--- config.mk ---
export PLATFORM = sky130hd
export DESIGN_NAME = tempd_stream_reader
export DESIGN_NICKNAME = d
export VERILOG_FILES = /design/src/rtl/tempd_stream_reader.sv
export SDC_FILE = /design/constraint.sdc
export NUM_CORES = 1
export LEC_CHECK = 0
export CAP_MARGIN = 10
export CORE_MARGIN = 2
export CORE_UTILIZATION = 40
export CTS_CLUSTER_SIZE = 30
export DETAILED_ROUTE_END_ITERATION = 8
export GPL_TIMING_DRIVEN = 0
export PLACE_DENSITY = 0.66
export SYNTH_ARGS = -nofsm -noshare
export SYNTH_HDL_FRONTEND = slang
export SYNTH_SLANG_ARGS = --single-unit
--- constraint.sdc ---
create_clock -name clk -period 1.8 [get_ports clk]
set_input_delay 0.18 -clock clk [delete_from_list [all_inputs] [get_ports clk]]
set_output_delay 0.18 -clock clk [all_outputs]
set_load 0.005 [all_outputs]
--- src/rtl/tempd_stream_reader.sv ---
// tempd_stream_reader: sweeps a RAM address range and returns the
// words, in address order, on a valid/ready stream with backpressure.
module tempd_stream_reader #(
    parameter int DATA_WIDTH = 12,
    parameter int ADDR_BITS  = 11,
    parameter int DEPTH      = 2
) (
    input  logic                  clk,
    input  logic                  rst_n,
    input  logic                  start,
    input  logic [ADDR_BITS-1:0]  base_addr,
    input  logic [ADDR_BITS:0]    length,
    output logic                  busy,
    output logic                  done,
    output logic                  mem_read_enable,
    output logic [ADDR_BITS-1:0]  mem_read_address,
    input  logic [DATA_WIDTH-1:0] mem_read_data,
    output logic                  out_valid,
    input  logic                  out_ready,
    output logic [DATA_WIDTH-1:0] out_data,
    output logic                  out_last
);

    localparam int CW = $clog2(DEPTH + 1);
    localparam int PW = (DEPTH > 1) ? $clog2(DEPTH) : 1;
    localparam int LW = ADDR_BITS + 1;

    typedef enum logic [1:0] {
        S_IDLE,
        S_RUN,
        S_DRAIN,
        S_FIN
    } state_e;

    state_e                state_q;
    logic [ADDR_BITS-1:0]  addr_q;
    logic [LW-1:0]         remain_q;
    logic [LW-1:0]         left_q;
    logic [CW-1:0]         os_q;
    logic [CW-1:0]         os_d;
    logic [CW-1:0]         cnt_q;
    logic [CW-1:0]         cnt_d;
    logic [PW-1:0]         wptr_q;
    logic [PW-1:0]         wptr_d;
    logic [PW-1:0]         rptr_q;
    logic [PW-1:0]         rptr_d;
    logic                  pend_q;
    logic [DATA_WIDTH-1:0] fifo_q [DEPTH];
    logic                  pop;
    logic                  issue;

    function automatic logic [PW-1:0] ptr_inc(input logic [PW-1:0] p);
        return (p == PW'(DEPTH - 1)) ? '0 : p + 1'b1;
    endfunction

    assign busy             = (state_q != S_IDLE);
    assign done             = (state_q == S_FIN);
    assign out_valid        = (cnt_q != '0);
    assign out_data         = fifo_q[rptr_q];
    assign out_last         = out_valid && (left_q == LW'(1));
    assign mem_read_enable  = issue;
    assign mem_read_address = addr_q;

    // Handshake decode, read-issue gating and buffer/counter next state.
    always_comb begin
        pop    = out_valid && out_ready;
        issue  = (state_q == S_RUN) && (remain_q != '0)
                 && ((os_q < CW'(DEPTH)) || pop);
        os_d   = os_q + CW'(issue) - CW'(pop);
        cnt_d  = cnt_q + CW'(pend_q) - CW'(pop);
        wptr_d = pend_q ? ptr_inc(wptr_q) : wptr_q;
        rptr_d = pop ? ptr_inc(rptr_q) : rptr_q;
    end

    // Job FSM, address/length counters and the output buffer.
    always_ff @(posedge clk or negedge rst_n) begin
        if (!rst_n) begin
            state_q  <= S_IDLE;
            addr_q   <= '0;
            remain_q <= '0;
            left_q   <= '0;
            os_q     <= '0;
            cnt_q    <= '0;
            wptr_q   <= '0;
            rptr_q   <= '0;
            pend_q   <= 1'b0;
            for (int i = 0; i < DEPTH; i++) begin
                fifo_q[i] <= '0;
            end
        end else begin
            pend_q <= issue;
            os_q   <= os_d;
            cnt_q  <= cnt_d;
            wptr_q <= wptr_d;
            rptr_q <= rptr_d;
            if (pend_q) begin
                fifo_q[wptr_q] <= mem_read_data;
            end
            if (pop) begin
                left_q <= left_q - LW'(1);
            end
            if (issue) begin
                addr_q   <= addr_q + 1'b1;
                remain_q <= remain_q - LW'(1);
            end
            unique case (state_q)
                S_IDLE: begin
                    if (start) begin
                        addr_q   <= base_addr;
                        remain_q <= length;
                        left_q   <= length;
                        state_q  <= (length == '0) ? S_FIN : S_RUN;
                    end
                end
                S_RUN: begin
                    if (issue && remain_q == LW'(1)) begin
                        state_q <= S_DRAIN;
                    end
                end
                S_DRAIN: begin
                    if (pop && left_q == LW'(1)) begin
                        state_q <= S_FIN;
                    end
                end
                S_FIN: begin
                    state_q <= S_IDLE;
                end
                default: begin
                    state_q <= S_IDLE;
                end
            endcase
        end
    end

endmodule
Word level (Yosys, flattened, before mapping)
Cells that the tools add are included.
- register bits: 68
- input port bits: 39
- output and inout bits: 28
- logic and storage cells: 70
- $add $sub $neg: 9
- order comparisons: 4
- equal/unequal tests: 8
- multiplexer cells: 22
- bitwise gates (word level): 2
- reductions and logical operators: 14
- operators with widths (kind ; number):
    $mux W12 ; 10
    $mux W11 ; 3
    $bwmux W24 ; 1
    $eq A12 B1 Y1 const B ; 2
    $sub A12 B1 Y12 const B ; 2
    $demux W12 S1 ; 1
    $logic_not A12 Y1 ; 1
    $reduce_bool A12 Y1 ; 1
    $add A11 B1 Y11 const B ; 1
    $mux W2 ; 4
    $pmux W2 S4 ; 1
    $logic_and A1 B1 Y1 ; 7
    $add A2 B1 Y2 ; 2
    $eq A2 B2 Y1 const B ; 2
    $ge A2 B2 Y1 const B ; 2
    $ne A2 B2 Y1 const B ; 2
    $not A1 Y2 ; 2
    $reduce_bool A2 Y1 ; 2
    $sub A2 B1 Y2 ; 2
    $reduce_and A3 Y1 ; 1
    $add A1 B1 Y1 const B ; 2
    $eq A2 B1 Y1 const B ; 1
    $logic_not A2 Y1 ; 1
    $lt A2 B1 Y1 const B ; 1
    other kinds (4) ; 5

Logic depth before layout (Yosys ltp)
- depth in word-level cells: 7
- depth in mapped cells: 8
- mapped depth without buffers: 7

Worst setup path before layout
No wires, ideal clock.
- path kind: flip-flop to flip-flop
- start: reg remain_q[0]
- end: reg addr_q[5], in the netlist mem_read_address[5]
- setup time: 0.082 ns
- arrival time: 1.765 ns
- data required time: 1.718 ns
- slack: -0.047 ns
- stages on the path, launching flop included: 8
- path buffers: 1
- period minus slack after synthesis: 1.847 ns
- cell sequence: dfrtp_1 -> inv_1 -> ha_1 -> nor3b_2 -> and3_4 -> clkbuf_1 -> or4_1 -> a31oi_1
- cells in the longest elaborated chain, start to end: 6
- RTL lines (element ; line ; RTL):
    start: declaration ; 37 ; logic [LW-1:0] remain_q;
    start signal: assignment ; 104 ; remain_q <= remain_q - LW'(1);
    start signal: assignment ; 110 ; remain_q <= length;
    $reduce_bool A12 Y1 (*) ; 67 ; issue = (state_q == S_RUN) && (remain_q != '0)
    $logic_and A1 B1 Y1 (*) ; 67 ;
    $logic_and A1 B1 Y1 (*) ; 68 ; && ((os_q < CW'(DEPTH)) || pop);
    $mux W11 (*) ; 102 ; if (issue) begin
    $mux W11 ; 108 ; if (start) begin
    $mux W11 (*) ; 106 ; unique case (state_q)
    end signal: assignment ; 103 ; addr_q <= addr_q + 1'b1;
    end signal: assignment ; 109 ; addr_q <= base_addr;
    end: declaration ; 36 ; logic [ADDR_BITS-1:0] addr_q;
Every way passes the cells marked *; elsewhere a longest branch is shown, timed or not.
A chain may end at the register's enable or synchronous reset.

Final worst setup path
- start: reg remain_q[1]
- end: out mem_read_enable
- cells in the longest elaborated chain, start to end: 3
- RTL lines (element ; line ; RTL):
    $reduce_bool A12 Y1 ; 67 ;
    $logic_and A1 B1 Y1 ; 67 ;
    $logic_and A1 B1 Y1 ; 68 ;
    end: declaration ; 15 ; output logic mem_read_enable,
Every way passes these cells.

==> flow_summary.yaml <==
sta:
  hold-worst-slack_ps: 389.3
  fin_worst_skew_ps: 9.636
  slew_headroom_pct: 42.30
  min_period_over_period_pct: 103.2
  worst_pin_slew_ps: 865.5
  rsz0062_at_grt: "yes"
  setup_tns_ps: -345.9
  finalSetupViolCount: 15
  max_clock_freq_mhz: 538.3
  slew_violations: 0
  worst_slack_ps: -57.76
  hold_viol_final: 0
  min_period_ps: 1858
floorplan:
  die_y_um: 100.4
  initial_core_util_pct: 40.77
  io_pins: 67
  row_count: 35
  die_area_sq_mm: 0.01007
  die_width_um: 100.4
  core_region_area_sq_mm: 0.009109
global_route:
  grt_pass1_vias: 3291
  use_met1_pct: 27.60
  busiest_layer: "met2"
  met3_usage_pct: 4.666
  grt_pass1_wl_mm: 16.34
  gr-usage-met2_pct: 34.54
  grt_max_degree: 69
  grt_antenna_before_repair: 0
  grt_usage_pct: 20.80
  grt.overflow.total: 0
yosys:
  seq_area_frac_synth_pct: 45.82
  synth_compound_area_share_pct: 12.50
  async_flop_share_pct: 100.0
  synth_fa_ha_area_share_pct: 4.380
  synth-seq-cells: 68
  synth_cell_types: 51
  synth_top_family_by_area: "simple AND/OR/NAND/NOR gates"
  syn_area_per_cell_sq_um: 10.46
  syn_area_sq_mm: 0.003714
  yosys_warnings: 0
  syn-num-nets: 407
  synth-edff-count: 0
  synth-xor-area-share_pct: 3.538
  synth_mux_area_share_pct: 11.19
  syn_inst: 355
  yosys_most_used_dff: "dfrtp_1"
  synth_simple_gate_area_share_pct: 18.77
worst_setup_path:
  cp_max_fo: 2
  cp.required_ps: 1620
  crit_path_top_delay_cell: "dfrtp_1"
  crit_buf_inv: 3
  cp-start-kind: "flip-flop"
  worstSetupPathType: "reg2out"
  max_stage_delay_ps: 400
  worst_setup_path_end_kind: "output port"
  crit_chain: "inv_2, ha_4, nor3b_4, and3_4, buf_8, nor2_4, buf_2"
  crit_family: "simple AND/OR/NAND/NOR gates"
  cp.arrival_ps: 1680
cells_and_area:
  nets: 526
  fin_cells: 589
  area_growth_syn_to_layout_pct: 46.53
  final_cell_area_sq_mm: 0.005441
  antenna_cells: 0
  drive_above_1_share_pct: 35.77
  num-fill-cells: 769
  final_util_pct: 59.74
clock_network:
  clk-insertion-delay-late_ps: 350
  cts_tree: "built"
  root_buffer: "clkbuf_8"
  numCtsBuffers: 9
  cts.htree.levels: 3
  clk_pin_slew_ps: 80
  tritoncts_num_sinks: 68
  clockBufferDepth: 2
detailed_routing:
  wl_per_cell_um: 17.55
  drc_errors: 0
  first_pass_iters: 4
  routed_wl_mm: 10.34
  ant_nets: 0
  dr_total_vias: 3324
  dr.first_iter.drc_count: 255
  viasPerCell: 5.643
run:
  cap_viol_max_count: 0
pwr:
  total_power_mw: 9.169
  ir_worst_vdd_v: 0.0008110
  power_density_mw_per_mm2: 1685
  p_leak_nw: 2.170
placed_design:
  place_area_sq_mm: 0.004521
  io_buffers: 66
  dp_cells: 532
  post-place-ws_ps: -599.0
  gp_congestion: 0.8482
  hpwl_mm: 6.569
hold_path:
  hold_class: "in2reg"
run_status:
  failed_checks: "negative setup slack"
  status: "finished with violations"
routing by layer:
metal  share of wire (%)  routed length (um)
met1                  44                4525
met2                  49                5084
met3                 5.1                 524
met4                 2.0                 203
met5                   0                   0
flip-flops by register name, summed over array words and instances, names as in the netlist:
signal,flops
fifo_q,24
wptr_q,1
mem_read_address,11
left_q,12
remain_q,12
state_q,2
rptr_q,1
pend_q,1
cnt_q,2
os_q,2
synth_stat cells, drive strengths merged, types with 6 or more instances:
master / n / area (sq um)
dfrtp: 68 / 1702
mux2: 36 / 405.4
nor2: 31 / 116.4
a31oi: 23 / 143.9
nand2: 19 / 71.32
or4: 16 / 120.1
inv: 15 / 56.30
ha: 13 / 162.7
nand3: 13 / 70.07
o31ai: 11 / 82.58
a21oi: 10 / 50.05
clkbuf: 10 / 37.54
o21ai: 10 / 53.80
or3: 9 / 57.56
xnor2: 8 / 70.07
nor4: 7 / 56.30
xor2: 7 / 61.31
buf: 6 / 47.54
worst reg2reg max path, stage by stage (launching register included):
cell and delay, ps:
dfrtp_1 370, inv_2 60, ha_4 160, nor3b_4 150, and3_4 190, buf_6 120, buf_8 120, or4_4 410
a31oi_2 180
path summary, 6_finish.rpt:
kind / end / startpoint / cells after the start / slack, ps
worst max-delay path: mem_read_enable / remain_q[1] / 7 / -60
worst min-delay path: mem_read_address[10] / base_addr[10] / 3 / 390
worst max register to register: remain_q[3] / remain_q[1] / 8 / -40
worst min register to register: wptr_q / wptr_q / 1 / 490
max in group asynchronous: cnt_q[0] / rst_n / 2 / 690
min in group asynchronous: fifo_q[17] / rst_n / 2 / 490
cells by family after synthesis:
logic type               Yosys count
adder cells (fa/ha/maj)           13
AO/OA/AOI/OAI                     68
XOR/XNOR                          15
AND/OR/NAND/NOR                  123
multiplexers                      37
flip-flops                        68
buffers and inverters             31
power breakdown:
| part | internal [mW] | switching, mW |
|---|---|---|
| Sequential | 2.34 | 0.857 |
| Combinational | 2.56 | 2.03 |
| Clock | 0.774 | 0.610 |
cell usage in the layout, fill, tap and decap left out, drive strengths merged, types with 2 or more instances in the layout:
master,instances
nor2,31
clkbuf,17
clkdlybuf4s50,49
or2,2
o41ai,2
and3,3
clkinvlp,2
xor2,7
and2,2
o2111ai,3
ha,13
nand3,13
a31oi,23
dlygate4sd2,11
dfrtp,68
and4,2
nand2,19
nor4,7
nand4,4
o21ai,10
nor3,5
a21oi,10
or4,16
dlymetal6s2s,3
inv,16
buf,52
mux2,36
o311ai,2
xnor2,8
nand4b,5
or3,9
bufinv,2
nor4b,3
o31ai,11
layout make-up:
type / count / area [sq um] / area share (%)
multi-input combinational: 256 / 2177 / 40.01
sequential: 68 / 1713 / 31.48
timing repair buffer: 109 / 1011 / 18.58
tap: 111 / 138.9 / 2.552
buffer: 15 / 132.6 / 2.437
clock buffer: 9 / 123.9 / 2.276
clock inverter: 6 / 88.84 / 1.633
inverter: 15 / 56.30 / 1.035
what timing repair did:
action	4_1_cts	5_1_grt
buffers inserted	23	19
hold endpoints to repair	68	0
setup endpoints to repair	39	50
gates resized for setup	69	49
cloned	1	1
pin swaps	27	26
hold buffers	1	0
No activity file was read; power rests on OpenSTA's default activity.
